**src/rtl/gpi_poll_ctrl.sv**
```systemverilog
// APB master that configures the GPI peripheral, polls its IDR and latches per-bit edge events.
// state      | meaning
// IDLE       | bus quiet, waiting for en
// CFG_SETUP  | CR write setup phase (PWDATA = cfg_mask)
// CFG_ACCESS | CR write access phase
// WAIT       | poll-interval down-counter running
// RD_SETUP   | IDR read setup phase
// RD_ACCESS  | IDR read access phase, capture on PREADY
// DIS_SETUP  | CR write setup phase (PWDATA = 0)
// DIS_ACCESS | CR write access phase, then IDLE
module gpi_poll_ctrl #(
  parameter int         POLL_DIV = 1000,
  parameter int         TIMEOUT  = 16,
  parameter logic [3:0] CR_ADDR  = 4'h0,
  parameter logic [3:0] IDR_ADDR = 4'h4
) (
  input  logic        PCLK,
  input  logic        PRESET,
  output logic [3:0]  PADDR,
  output logic        PWRITE,
  output logic        PENABLE,
  output logic [31:0] PWDATA,
  output logic        PSEL,
  input  logic [31:0] PRDATA,
  input  logic        PREADY,
  input  logic        en,
  input  logic [7:0]  mask,
  input  logic [7:0]  rise_en,
  input  logic [7:0]  fall_en,
  input  logic [7:0]  pend_clr,
  input  logic        err_clr,
  output logic [7:0]  gpi_state,
  output logic [7:0]  pend,
  output logic        irq,
  output logic        busy,
  output logic        err
);

  localparam int WW = (POLL_DIV > 1) ? $clog2(POLL_DIV) : 1;
  localparam int TW = $clog2(TIMEOUT);
  localparam logic [WW-1:0] WAIT_LOAD = WW'(POLL_DIV - 1);
  localparam logic [TW-1:0] TO_LOAD   = TW'(TIMEOUT - 1);

  typedef enum logic [2:0] {
    S_IDLE, S_CFG_SETUP, S_CFG_ACCESS, S_WAIT,
    S_RD_SETUP, S_RD_ACCESS, S_DIS_SETUP, S_DIS_ACCESS
  } state_t;

  state_t        state, state_nxt;
  logic [WW-1:0] wait_cnt;
  logic [TW-1:0] to_cnt;
  logic [7:0]    cfg_mask;
  logic          prime;
  logic          relatch, capture, timeout;
  logic [7:0]    sample, ev_set;
  logic          unused_prdata;

  assign unused_prdata = ^PRDATA[31:8];
  assign sample = PRDATA[7:0] & cfg_mask;

  always_ff @(posedge PCLK or posedge PRESET) begin
    if (PRESET) state <= S_IDLE;
    else        state <= state_nxt;
  end

  always_comb begin
    state_nxt = state;
    relatch   = 1'b0;
    capture   = 1'b0;
    timeout   = 1'b0;
    case (state)
      S_IDLE: begin
        if (en) begin
          state_nxt = S_CFG_SETUP;
          relatch   = 1'b1;
        end
      end
      S_CFG_SETUP: state_nxt = S_CFG_ACCESS;
      S_CFG_ACCESS: begin
        if (PREADY) begin
          state_nxt = en ? S_WAIT : S_DIS_SETUP;
        end else if (to_cnt == '0) begin
          timeout   = 1'b1;
          state_nxt = S_WAIT;
        end
      end
      S_WAIT: begin
        if (!en) begin
          state_nxt = S_DIS_SETUP;
        end else if (mask != cfg_mask) begin
          state_nxt = S_CFG_SETUP;
          relatch   = 1'b1;
        end else if (wait_cnt == '0) begin
          state_nxt = S_RD_SETUP;
        end
      end
      S_RD_SETUP: state_nxt = S_RD_ACCESS;
      S_RD_ACCESS: begin
        if (PREADY) begin
          capture   = 1'b1;
          state_nxt = en ? S_WAIT : S_DIS_SETUP;
        end else if (to_cnt == '0) begin
          timeout   = 1'b1;
          state_nxt = S_WAIT;
        end
      end
      S_DIS_SETUP: state_nxt = S_DIS_ACCESS;
      S_DIS_ACCESS: begin
        if (PREADY) begin
          state_nxt = S_IDLE;
        end else if (to_cnt == '0) begin
          timeout   = 1'b1;
          state_nxt = S_IDLE;
        end
      end
      default: state_nxt = S_IDLE;
    endcase
  end

  // Bus signals decode straight from state so a reset drops PSEL/PENABLE immediately.
  always_comb begin
    PSEL    = 1'b0;
    PENABLE = 1'b0;
    PWRITE  = 1'b0;
    PADDR   = 4'h0;
    PWDATA  = 32'h0;
    case (state)
      S_CFG_SETUP, S_CFG_ACCESS: begin
        PSEL    = 1'b1;
        PENABLE = (state == S_CFG_ACCESS);
        PWRITE  = 1'b1;
        PADDR   = CR_ADDR;
        PWDATA  = {24'h0, cfg_mask};
      end
      S_RD_SETUP, S_RD_ACCESS: begin
        PSEL    = 1'b1;
        PENABLE = (state == S_RD_ACCESS);
        PADDR   = IDR_ADDR;
      end
      S_DIS_SETUP, S_DIS_ACCESS: begin
        PSEL    = 1'b1;
        PENABLE = (state == S_DIS_ACCESS);
        PWRITE  = 1'b1;
        PADDR   = CR_ADDR;
      end
      default: ;
    endcase
  end

  always_ff @(posedge PCLK or posedge PRESET) begin
    if (PRESET) begin
      wait_cnt <= '0;
      to_cnt   <= '0;
    end else begin
      if (state_nxt == S_WAIT && state != S_WAIT) wait_cnt <= WAIT_LOAD;
      else if (state == S_WAIT && wait_cnt != '0) wait_cnt <= wait_cnt - 1'b1;

      if (state == S_CFG_SETUP || state == S_RD_SETUP || state == S_DIS_SETUP)
        to_cnt <= TO_LOAD;
      else if (PENABLE && to_cnt != '0)
        to_cnt <= to_cnt - 1'b1;
    end
  end

  // The first capture after a (re)configuration only seeds the image.
  always_comb begin
    ev_set = 8'h0;
    if (capture && !prime)
      ev_set = (sample & ~gpi_state & rise_en) | (~sample & gpi_state & fall_en);
  end

  always_ff @(posedge PCLK or posedge PRESET) begin
    if (PRESET) begin
      cfg_mask  <= 8'h0;
      prime     <= 1'b0;
      gpi_state <= 8'h0;
      pend      <= 8'h0;
      err       <= 1'b0;
    end else begin
      if (relatch) begin
        cfg_mask <= mask;
        prime    <= 1'b1;
      end else if (capture) begin
        prime <= 1'b0;
      end
      if (capture) gpi_state <= sample;
      pend <= (pend & ~pend_clr) | ev_set;
      if (timeout)      err <= 1'b1;
      else if (err_clr) err <= 1'b0;
    end
  end

  assign irq  = |pend;
  assign busy = (state != S_IDLE);

endmodule

```
**config.mk**
```make
export PLATFORM = sky130hd
export DESIGN_NAME = gpi_poll_ctrl
export DESIGN_NICKNAME = d
export VERILOG_FILES = /design/src/rtl/gpi_poll_ctrl.sv
export SDC_FILE = /design/constraint.sdc
export NUM_CORES = 1
export LEC_CHECK = 0
export CORE_MARGIN = 3
export CORE_UTILIZATION = 35
export DETAILED_ROUTE_END_ITERATION = 10
export PLACE_DENSITY = 0.78
export SLEW_MARGIN = 5
export SYNTH_ARGS = -nofsm -noshare
export SYNTH_HDL_FRONTEND = slang
export SYNTH_SLANG_ARGS = --single-unit
```
**constraint.sdc**
```tcl
create_clock -name PCLK -period 4.37 [get_ports PCLK]
set_input_delay 0.437 -clock PCLK [delete_from_list [all_inputs] [get_ports PCLK]]
set_output_delay 0.437 -clock PCLK [all_outputs]
set_load 0.1 [all_outputs]
```
# Word-level counts from Yosys, hierarchy flattened
# Index checks and enable logic that the tools add are counted.
# Widths: inputs -> output; s select.
[op_classes]
mul = 0
reduce_logical = 25
eq_ne = 10
bitwise = 11
mux = 33
n_shift = 0
div_mod_pow = 0
n_lt_le_gt_ge = 0
addsub = 2
[ops]
columns = ["operator", "count"]
rows = [
  ["$and 8x8->8", 6],
  ["$mux 3", 10],
  ["$not 8->8", 3],
  ["$pmux 3 s7", 1],
  ["$mux 10", 2],
  ["$mux 8", 2],
  ["$or 8x8->8", 2],
  ["$mux 1", 14],
  ["$eq 3x3->1 const B", 4],
  ["$logic_not 10->1", 1],
  ["$reduce_bool 10->1", 1],
  ["$sub 10x1->10 const B", 1],
  ["$eq 3x2->1 const B", 3],
  ["$mux 4", 2],
  ["$ne 8x8->1", 1],
  ["$reduce_bool 2->1", 4],
  ["$reduce_or 2->1", 4],
  ["$reduce_or 8->1", 1],
  ["$reduce_or 6->1", 1],
  ["$logic_and 1x1->1", 4],
  ["$logic_not 4->1", 1],
  ["$reduce_bool 4->1", 1],
  ["$reduce_or 4->1", 1],
  ["$sub 4x1->4 const B", 1],
  ["9 further kinds", 10],
]
[totals]
register_bits = 43
n_memories = 0
rom_bits = 0
inputBits = 69
latch_bits = 0
ramBits = 0

# Depth between registers and ports, before layout
# Gate-level depths: netlist of run 1.
[depth]
ltp_word = 8
mapped_depth = 7

# Worst setup path before layout of run 1
# No wires, ideal clock.
[synth_timing]
path_kind = "flip-flop to output port"
startpoint = "reg state[1]"
endpoint = "out PWRITE"
t_arrival_ps = 3444
slack_ps = 489
stages_incl_launch_ff = 5
path_cell_list = "dfrtp_1 > buf_2 > buf_1 > nor2b_1 > nor3_1"
[synth_between]
elab_chain_len = 3
word_cells_on_any_way = 6
cone_classes = "eq/ne: 4; mux: 1; reduce/logical: 1"
[synth_lines]
columns = ["element", "line_no", "text"]
rows = [
  ["from (decl)", "49", "state_t state, state_nxt;"],
  ["from (signal assigned)", "63", "else state <= state_nxt;"],
  ["$eq 3x2->1, or another cell as far along", "127", "case (state)"],
  ["$reduce_or 4->1 (no line) (*)", "--", ""],
  ["$mux 1 (*)", "127", ""],
  ["to (decl)", "20", "output logic PWRITE,"],
]
# Every way passes the cells marked *; elsewhere a longest branch is shown, timed or not.

# Worst setup path in the final report of run 1
[layout_timing]
startpoint = "reg state[1]"
endpoint = "out PENABLE"
[layout_between]
elab_chain_len = 3
word_cells_on_any_way = 10
cone_classes = "eq/ne: 6; mux: 1; reduce/logical: 3"
[layout_lines]
columns = ["element", "line_no", "text"]
rows = [
  ["$eq 3x3->1, or another cell as far along", "127, 142", ""],
  ["$reduce_or 2->1, on equally long branches", "--", ""],
  ["$pmux 1 s3 (*)", "127", ""],
  ["to (decl)", "21", "output logic PENABLE,"],
]
# Marked as above.

==> results of run 1 <==
final cells by class:
type	instances	share of cell area
Multi-Input combinational cell	268	0.425
Sequential cell	43	0.290
Timing Repair Buffer	77	0.206
Tap cell	102	0.0344
Inverter	20	0.0202
Clock buffer	5	0.0185
Clock inverter	3	0.00674
per-stage QoR:
step                      hold WS, ns  instance area [um^2]   util  instances  setup slack [ns]
after floorplan                 0.476                  3000      -        376             0.489
after global placement          0.511                  3620  0.459        510              1.36
after detailed placement        0.518                  3620  0.459        510              1.32
after CTS                       0.536                  3710  0.471        518             0.997
after global routing            0.560                  3710  0.471        518             0.857
final                           0.532                  3710  0.471        518              1.01
worst max-delay path, delay by kind of cell (launching register included):
family	cells	cell delay (ns)
flip-flops	1	0.73
buffers and inverters	2	1.17
AND/OR/NAND/NOR	2	0.72
sequential cells by signal, indices dropped and copies added (netlist names):
name       flops
gpi_state      8
to_cnt         4
prime          1
err            1
cfg_mask       8
wait_cnt      10
state          3
pend           8
path summary, 6_finish.rpt:
| check | endpoint | depth (start not counted) |
|---|---|---|
| worst max-delay path | PENABLE | 4 |
| worst min-delay path | err | 2 |
| worst max register to register | pend[6] | 3 |
| worst min register to register | err | 2 |
| max in group asynchronous | to_cnt[0] | 3 |
| min in group asynchronous | gpi_state[2] | 3 |
cell usage after synthesis, types with 4 or more instances:
library cell  number
dfrtp_1           43
nand2_1           36
buf_4             27
o21ai_0           25
inv_1             19
nor2_1            16
a21oi_1           15
nand3_1           15
clkbuf_1          12
nand4_1           11
nor3_1            11
xnor2_1           11
a31oi_1           10
o22ai_1           10
and2_1             9
nor3b_1            8
o2bb2ai_1          8
buf_2              4
nand2b_1           4
nor2b_1            4
cell families after synthesis:
| kind of cell | count (synthesis) | synth area share |
|---|---|---|
| compound gates | 89 | 0.201 |
| other cells | 1 | 0.00129 |
| flops | 43 | 0.370 |
| xor+xnor | 11 | 0.0331 |
| simple gates | 137 | 0.258 |
| buf+inv | 65 | 0.121 |
| mux | 2 | 0.00689 |
| fa+ha+maj | 2 | 0.00861 |
per-layer routing:
metal  wire [um]  up-vias  part of all wire
li1            -     1344                 -
met1        3320     1323              0.43
met2        3910       99              0.50
met3         519        6             0.067
met4          46        0            0.0059
met5           0        -                 0
power by group:
group	switching (mW)	total (mW)	internal, mW
Clock	0.149	0.263	0.114
Sequential	0.221	0.750	0.529
Combinational	1.40	1.92	0.521
==> flow_summary.ini, run 1 <==
[sta]
setup_viol = 0
slew_headroom = 0.336
finalCriticalPeriod_ns = 3.36
tightest_slew_ns = 0.993
period_share = 0.770
hold_viol = 0
finalSetupTns_ns = 0
rsz0062_at_grt = false
max_freq_mhz = 297
skew_ns = 0.00758
maxSlewViolCount = 0

[critical_path]
path_cells = or3b_2 -> and2_1 -> inv_1 -> clkdlybuf4s50_1
startpoint = state[1]
rrSetupSlack_ns = 2.06
required_ns = 3.93
criticalPathCategory = reg2out
worstPathMaxFanout = 21
slowest_stage = clkdlybuf4s50_1
end_kind = primary output
cp-start-kind = register
critPathMaxStageDelay_ns = 1.12
critPathArrivalTime_ns = 2.93
r2r_start = state[2]

[job]
maxCapViolCount = 0

[clocking]
cts_inserted_buffers = 5
insertion_delay_ns = 0.30
cts-resized-gates = 0
cts_max_level = 2
clock_sinks = 43
cts_root_buffer = clkbuf_8
cts_buffer_depth = 2
path_clk_slew_ns = 0.09
cts_tree = built
cts_setup_buffers = 0
hold_buffers = 0

[die]
ios = 127
rows = 32
coreArea_um2 = 7890
die_y_um = 97.1
die-area_um2 = 9430
die_w_um = 97.1
initial_core_util = 0.368

[route]
routed_wl_mm = 7.79
ant_nets = 0
route.detailed.drc = 0
drt_iter0_markers = 181
drt_pass1_iterations = 4
detail_route.wl_per_cell_um = 15.0
via_count = 2772
viasPerCell = 5.35

[synthesis]
synthesis.area_um2 = 2910
ys_types = 53
syn_avg_cell_area_um2 = 8.30
synth_area_leaders = dfrtp_1 37%, buf_4 7.0%, nand2_1 4.6%
synth_edf_count = 0
synth_top_area_share = 0.370
yosys.area.top_type = dfrtp_1
synthFlopType = dfrtp_1
synthArstFlopShare = 1.00
netlist_instances = 350
ys_warn_count = 0
ys_ff_latch = 43
seq_area_frac_synth = 0.370

[grt]
grt_pass1_wl_mm = 12.9
grt_overflow = 0
grt_max_degree = 44
grt_pass1_vias = 2709
globalRouteTotalUtil = 0.162
use_met1 = 0.207
top_usage_layer = met2
antenna_found_initial = 0
gr-usage-met3 = 0.0345
gr-usage-met2 = 0.280

[worst_hold_path]
min_path_type = reg2reg
worstHoldStart = err

[power_and_ir_drop]
ir_worst_vdd_mv = 0.405
post-layout-total-power_mw = 2.93
leakage_nw = 1.42
power.density_nw_per_um2 = 790

[final_layout]
area_delta_synth_final_pct = 27.8
regArea_um2 = 1080
antenna_cells = 0
layout-drive-gt1-share = 0.0481
final_common_cell = clkdlybuf4s50_1
multiInputGateArea_um2 = 1580
final_cell_mix = 74 x clkdlybuf4s50_1, 43 x dfrtp_1, 36 x nand2_1
nets = 486
fillers = 759

[placed_design]
dpl.hpwl_mm = 5.77
gp_congestion = 0.825
io_buffers = 75

[status]
status = complete, no violations
No activity file was read; power rests on OpenSTA's default activity.
==> inputs of run 2 (changes only) <==
--- a/config.mk
+++ b/config.mk
@@ -8,7 +8,7 @@
 export CORE_MARGIN = 3
 export CORE_UTILIZATION = 35
 export DETAILED_ROUTE_END_ITERATION = 10
-export PLACE_DENSITY = 0.78
+export PLACE_DENSITY = 0.8
 export SLEW_MARGIN = 5
 export SYNTH_ARGS = -nofsm -noshare
 export SYNTH_HDL_FRONTEND = slang
==> constraint.sdc (replaced) <==
create_clock -name PCLK -period 3 [get_ports PCLK]
set_input_delay 0.3 -clock PCLK [delete_from_list [all_inputs] [get_ports PCLK]]
set_output_delay 0.3 -clock PCLK [all_outputs]
set_load 0.1 [all_outputs]
==> flow_summary.ini, run 2 (synthesized netlist as in run 1, its figures left out) <==
[sta]
fin_ws_ns = 0.554
finalSetupTns_ns = 0
tightest_slew_ns = 0.974
maxSlewViolCount = 0
period_share = 0.815
setup_viol = 0
rsz0062_at_grt = false
max_freq_mhz = 409
slew_headroom = 0.349
hold_viol = 0
skew_ns = 0.00788
finalCriticalPeriod_ns = 2.45

[final_layout]
antenna_cells = 0
final_cell_mix = 45 x clkdlybuf4s50_1, 43 x dfrtp_1, 36 x nand2_1
fin_cells = 519
nets = 487
final_common_cell = clkdlybuf4s50_1
area_delta_synth_final_pct = 26.9
regMostFlops = wait_cnt
largest_reg_flops = 10
layout-drive-gt1-share = 0.125

[route]
wl_met3_um = 442
drt_iter0_markers = 209
routed.top_layer = met4
via_count = 2788
drt_pass1_iterations = 5
wl_met2_mm = 3.87
detail_route.wl_per_cell_um = 15.0
route.detailed.drc = 0
drt-met1-wl_mm = 3.39
routed_wl_mm = 7.79
ant_nets = 0
viasPerCell = 5.37

[clocking]
hold_buffers = 0
clock_sinks = 43
path_clk_slew_ns = 0.09
cts_tree = built
cts_root_buffer = clkbuf_8
cts_setup_buffers = 0
cts-resized-gates = 0
cts_buffer_depth = 2
insertion_delay_ns = 0.30
cts_inserted_buffers = 5
cts_max_level = 2

[power_and_ir_drop]
ir_worst_vdd_mv = 0.450
power.density_nw_per_um2 = 1180
leakage_nw = 1.49
post-layout-total-power_mw = 4.35

[die]
ios = 127
die-area_um2 = 9430
coreArea_um2 = 7890
die_w_um = 97.1
die_y_um = 97.1
rows = 32
initial_core_util = 0.368

[critical_path]
endpoint = busy
required_ns = 2.70
cp-start-kind = register
critPathBufInv = 2
r2r_start = state[1]
criticalPathCategory = reg2out
end_kind = primary output
critPathMaxStageDelay_ns = 0.62
startpoint = state[1]
path_delay_family = flip-flops
slowest_stage = dfrtp_1
r2r-end = wait_cnt[7]
critPathArrivalTime_ns = 2.15
rrSetupSlack_ns = 0.75
path_depth = 3
worstPathMaxFanout = 21
ff2ff_path_depth = 4
path_cells = nor3_1 -> inv_2 -> buf_4

[job]
maxCapViolCount = 0

[placed_design]
dp.cells = 511
dpl.hpwl_mm = 5.75
io_buffers = 75
gp_congestion = 0.858
place_ws_ns = 0.798

[grt]
grt_pass1_wl_mm = 13.0
globalRouteTotalUtil = 0.164
grt_max_degree = 44
grt_pass1_vias = 2637
grt_overflow = 0
antenna_found_initial = 0

[worst_hold_path]
min_path_type = in2async

[status]
status = complete, no violations
[run 2: cell type report]
class / count / area (um^2)
Clock buffer: 5 / 68.8
Clock inverter: 3 / 43.8
Fill cell: 743 / 4200
Inverter: 20 / 75.1
Multi-Input combinational cell: 268 / 1590
Sequential cell: 43 / 1080
Tap cell: 102 / 128
Timing Repair Buffer: 78 / 711
[run 2: metal layers]
metal / vias to the layer above / track usage
met4: 0 / 0.0400
met5: - / 0
met1: 1346 / 0.217
met3: 9 / 0.0395
met2: 90 / 0.271
li1: 1343 / -
[run 2: through the flow]
stage / util / hold WS, ns / cell area, um^2
after floorplan: - / 0.399 / 3010
after global placement: 0.453 / 0.512 / 3570
after detailed placement: 0.453 / 0.522 / 3570
after CTS: 0.467 / 0.478 / 3690
after global routing: 0.467 / 0.501 / 3690
final: 0.467 / 0.453 / 3690
[run 2: worst min path at each step]
stage                   end  slack, ns  cells past startpoint         start
3_3_place_gp          prime       0.51                      2         prime
6_report       gpi_state[6]       0.45                      3        PRESET
4_1_cts        gpi_state[6]       0.48                      3        PRESET
3_5_place_dp   gpi_state[6]       0.52                      2  gpi_state[6]
2_1_floorplan       pend[0]       0.40                      1   pend_clr[0]
5_1_grt        gpi_state[6]       0.50                      3        PRESET
[run 2: where the power goes]
group	internal, mW	switching (mW)	leakage, nW	total, mW
logic	0.736	2.06	0.930	2.80
clock network	0.248	0.214	0.0581	0.463
registers	0.770	0.322	0.501	1.09
[run 2: tightest hold or removal path, stage by stage]
cell	delay, ns
clkdlybuf4s50_1	0.40
inv_1	0.06
buf_4	0.46
==> inputs of run 3 (changes only) <==
--- a/config.mk
+++ b/config.mk
@@ -8,7 +8,7 @@
 export CORE_MARGIN = 3
 export CORE_UTILIZATION = 35
 export DETAILED_ROUTE_END_ITERATION = 10
-export PLACE_DENSITY = 0.8
+export PLACE_DENSITY = 0.78
 export SLEW_MARGIN = 5
 export SYNTH_ARGS = -nofsm -noshare
 export SYNTH_HDL_FRONTEND = slang
==> constraint.sdc (replaced) <==
create_clock -name PCLK -period 2.3 [get_ports PCLK]
set_input_delay 0.23 -clock PCLK [delete_from_list [all_inputs] [get_ports PCLK]]
set_output_delay 0.23 -clock PCLK [all_outputs]
set_load 0.1 [all_outputs]
==> flow_summary.ini, run 3 (synthesized netlist as in run 1, its figures left out) <==
[status]
status = complete, no violations

[critical_path]
required_ns = 2.07
criticalPathCategory = reg2out
end_kind = primary output
cp-start-kind = register
critPathArrivalTime_ns = 1.97
worstPathMaxFanout = 10

[clocking]
insertion_delay_ns = 0.30
path_clk_slew_ns = 0.10
clock_sinks = 43
cts-resized-gates = 0
cts_setup_buffers = 0
cts_max_level = 2
cts_inserted_buffers = 5
cts_buffer_depth = 2
cts_root_buffer = clkbuf_8
cts_tree = built
hold_buffers = 0

[grt]
grt_pass1_vias = 2594
grt_pass1_wl_mm = 12.5
grt_overflow = 0
antenna_found_initial = 0
grt_max_degree = 44
globalRouteTotalUtil = 0.160

[final_layout]
fin_area_um2 = 3880
regMostFlops = wait_cnt
antenna_cells = 0
largest_reg_flops = 10
area_delta_synth_final_pct = 33.7
layout-drive-gt1-share = 0.148
nets = 496
final_cell_mix = 44 x clkdlybuf4s50_1, 43 x dfrtp_1, 36 x nand2_1
final_common_cell = clkdlybuf4s50_1
final_util = 0.493

[die]
die-area_um2 = 9430
rows = 32
ios = 127
initial_core_util = 0.368
die_w_um = 97.1
die_y_um = 97.1
coreArea_um2 = 7890

[route]
ant_nets = 0
route.detailed.drc = 0
routed_wl_mm = 7.75
viasPerCell = 5.32
via_count = 2809
drt_iter0_markers = 162
drt_pass1_iterations = 4
detail_route.wl_per_cell_um = 14.7

[sta]
maxSlewViolCount = 0
max_freq_mhz = 455
setup_viol = 0
skew_ns = 0.0110
tightest_slew_ns = 0.642
holdWs_ns = 0.387
finalCriticalPeriod_ns = 2.20
rsz0062_at_grt = false
period_share = 0.956
hold_viol = 0
finalSetupTns_ns = 0
fin_ws_ns = 0.102
slew_headroom = 0.569

[power_and_ir_drop]
power.density_nw_per_um2 = 1560
leakage_nw = 1.56
ir_worst_vdd_mv = 0.527

[worst_hold_path]
min_path_type = in2async

[placed_design]
place_ws_ns = 0.257
gp_congestion = 0.847
placed_area_um2 = 3790
io_buffers = 75
dpl.hpwl_mm = 5.75

[job]
maxCapViolCount = 0
run 3: per-layer routing:
layer	vias up	GRT usage	routed length, um
li1	1361	-	-
met1	1333	0.206	3380
met2	103	0.264	3730
met3	12	0.0402	503
met4	0	0.0464	138
met5	-	0	0
run 3: stage by stage:
step,cells,total power [mW]
6_report,528,6.08
5_1_grt,528,6.36
4_1_cts,528,6.09
3_5_place_dp,520,5.57
3_3_place_gp,520,5.49
2_1_floorplan,376,4.31
run 3: layout make-up:
cell class                 count  area (um^2)
clock buffer                   5         68.8
clock inverter                 3         23.8
fill                         711         4000
inverter                      20         75.1
multi-input combinational    268         1590
sequential                    43         1080
tap                          102          128
timing repair buffer          87          926
run 3: path summary, 6_finish.rpt:
path / start / endpoint / slack [ns] / depth (start not counted)
max in group asynchronous: PRESET / wait_cnt[6] / 1.54 / 3
setup / recovery: state[1] / PSEL / 0.10 / 4
setup reg to reg: wait_cnt[0] / state[1] / 0.20 / 6
hold reg to reg: prime / prime / 0.52 / 2
hold / removal: PRESET / wait_cnt[3] / 0.39 / 3
min in group PCLK: pend_clr[7] / pend[7] / 0.48 / 2
run 3: report_power, final:
| part | switching (mW) | internal, mW | leakage [nW] |
|---|---|---|---|
| logic | 2.87 | 1.37 | 1.02 |
| registers | 0.326 | 1.01 | 0.501 |
| clock network | 0.296 | 0.218 | 0.0408 |
run 3: critical path, stage by stage (launching register included):
cell     delay [ns]
dfrtp_1        0.49
and3b_1        0.27
buf_4          0.18
nor2_2         0.47
buf_12         0.25
==> edit: new RTL, config.mk and constraints of run 3 <==
Make the reset (`PRESET`) synchronous in 3 clocked blocks.
--- a/src/rtl/gpi_poll_ctrl.sv
+++ b/src/rtl/gpi_poll_ctrl.sv
@@ -58,7 +58,7 @@
   assign unused_prdata = ^PRDATA[31:8];
   assign sample = PRDATA[7:0] & cfg_mask;
 
-  always_ff @(posedge PCLK or posedge PRESET) begin
+  always_ff @(posedge PCLK) begin
     if (PRESET) state <= S_IDLE;
     else        state <= state_nxt;
   end
@@ -147,7 +147,7 @@
     endcase
   end
 
-  always_ff @(posedge PCLK or posedge PRESET) begin
+  always_ff @(posedge PCLK) begin
     if (PRESET) begin
       wait_cnt <= '0;
       to_cnt   <= '0;
@@ -169,7 +169,7 @@
       ev_set = (sample & ~gpi_state & rise_en) | (~sample & gpi_state & fall_en);
   end
 
-  always_ff @(posedge PCLK or posedge PRESET) begin
+  always_ff @(posedge PCLK) begin
     if (PRESET) begin
       cfg_mask  <= 8'h0;
       prime     <= 1'b0;
Check against the original RTL: differs if PRESET is asserted again (counterexample within 4 cycles, from zero or initial values and one cycle with PRESET high); with PRESET held inactive, the same outputs for 10 cycles.
==> edit against run 3 <==
- hold slack gained 66 ps
- final cell count down 7.4%
- final area fell by 13%
- synthesized area decreased by 15%
- global-route usage shrank 1.2 points
- routed wire length shrank 22%
- maximum frequency rose by 3.1%
- first-iteration DRC count down 36%
- count of clock-buffer cells in the layout rose by 2
- worst setup slack better by 66 ps
- sequential cell count unchanged
- critical path type is now reg -> reg
- highest routed layer unchanged
Power is not compared: it rests on default switching activity, and its combinational part moved more than twofold at a synthesized area within 25%.
==> edit: results (changes against run 3) <==
- The final cell count without fillers is 489 (-7.4%).
- The number of placed instances, taps included was 481 (-7.5%).
- The post-detailed-route via-to-cell ratio is 4.650 (-13%).
- The wire length on met2 was 2934 um (-21%).
- The final estimated routing congestion in global placement is 0.8033 (-5.1%).
- Signal routing reaches up to met4.
- The number of violations of the max-capacitance limit is 0 (unchanged).
- The number of nets in the finished design is 463 (-6.7%).
- Ranked by total cell area, the synthesized netlist is headed by sky130_fd_sc_hd__dfxtp_1 35%, sky130_fd_sc_hd__buf_4 8.8%, sky130_fd_sc_hd__a21oi_1 8.7%.
- The aggregate routed wire length is 6047 um (-22%).
- The post-place instance area is 3303 sq um (-13%).
- The sequential share of the synthesized area is 34.77% (-2.3 points).
- The met3 wirelength from detailed routing is 362 um (-28%).
- Summed over all cells, the static leakage comes to 1.440 nW.
- On the critical path, the stage with the largest delay is an instance of sky130_fd_sc_hd__or3b_4.
- The clock-pin slew on the worst setup and hold paths is 80 ps (-20 ps).
- The worst clock skew on the final layout is 7.027 ps (-3.935 ps).
- The number of violations reported at the end of detailed-routing iteration 0 was 103 (-36%).
- The number of H-tree levels is 2 (unchanged).
- The run finished with clean final reports.
- The number of fillers in the final layout is 668 (-6.0%).
- The number of unique standard cell types used by synthesis is 38 (-28%).
- The clock latency reported for the late side of the worst-skew pair is 290 ps.
- The setup slack of the most critical reg-to-reg path is 170 ps (-30 ps).
- By count the netlist is led by 43 x sky130_fd_sc_hd__a21oi_1, 43 x sky130_fd_sc_hd__dfxtp_1, 30 x sky130_fd_sc_hd__nor2_1.
- The number of diodes was 0 (unchanged).
- The number of iterations in the first detailed-routing pass was 5 (+1).
- The worst hold path stage count is 2.
- The number of resized instances in the post-cts repair step is 1 (+1).
- The worst hold-check path type is reg -> reg.
- The global-route usage over all layers is 14.73% (-1.2 points).
- The register with the highest flop count is wait_cnt.
- The cell at the root of the clock tree is sky130_fd_sc_hd__clkbuf_8.
- The fraction of final layout cells with drive strength greater than 1 is 14.76% (-0.030 points).
- The total routed wire length on the met1 layer is 2632 um (-22%).
- The via count of the first global-routing pass came to 2,207 (-15%).
- The largest fanout of any net on the critical path is 10 (unchanged).
- The detailed-placement wirelength estimate is 4586 um (-20%).
- The worst hold slack across all endpoints is 452.5 ps (+65.51 ps).
- The global-route wire length before repair is 10,090 um (-19%).
- The post-CTS setup buffer count is 0 (unchanged).
- The number of cells traversed by the worst register-to-register path was 9 (+3).
- The number of buffers created by CTS is 5 (unchanged).
- The proportion of synthesized flip-flops having asynchronous set or reset is 0% (-100 points).
- The maximum clock insertion buffer count was 2 (unchanged).
- The arrival time reported for the critical path endpoint was 2320 ps (+350 ps).
- The number of instances in the synthesized netlist is 312 (-11%).
edit: worst paths after layout:
path / from / to
max reg2reg: to_cnt[0] / wait_cnt[4]
min: prime / prime
min reg2reg: prime / prime
max: to_cnt[0] / wait_cnt[4]
edit: critical path, delay by kind of cell (launching register included):
kind,cells,cell delay (ps)
buf+inv,2,200
compound gates,3,400
flops,1,380
simple gates,3,840
fa+ha+maj,1,210
edit: power breakdown:
group / total [mW] / switching, mW / internal, mW
Combinational: 0.576 / 0.385 / 0.191
Clock: 0.457 / 0.244 / 0.213
Sequential: 0.813 / 0.0396 / 0.774
Total: 1.85 / 0.669 / 1.18
edit: cell families (layout without fill, tap and decap cells):
family          after synthesis  in the layout  synth area share (%)
compound gates               52             52                 10.86
xor+xnor                     23             23                 8.135
fa+ha+maj                     2              2                 1.010
buf+inv                      57            112                 14.10
flops                        43             43                 34.77
mux                           9              9                 3.638
other cells                   1             27                0.1514
simple gates                125            125                 27.34
edit: per-stage QoR:
| stage | setup WS (ps) | setup TNS [ps] | power [mW] |
|---|---|---|---|
| 2_1_floorplan | 12.25 | 0 | 1.271 |
| 3_3_place_gp | -49.41 | -97.93 | 1.392 |
| 3_5_place_dp | -78.34 | -163.4 | 1.401 |
| 4_1_cts | 24.11 | 0 | 1.859 |
| 5_1_grt | 2.007 | 0 | 1.933 |
| 6_report | 168.2 | 0 | 1.847 |
edit: layout make-up:
class / count / area share, %
inverter: 18 / 1.988
timing repair buffer: 86 / 25.92
sequential: 43 / 25.33
clock buffer: 7 / 2.246
clock inverter: 1 / 0.1473
multi-input combinational: 238 / 40.83
tap: 96 / 3.535
edit: routing by layer:
metal	up-vias	track usage, %
met2	77	24.46
li1	1150	-
met4	0	6.250
met3	13	3.849
met1	1034	17.97
met5	-	0
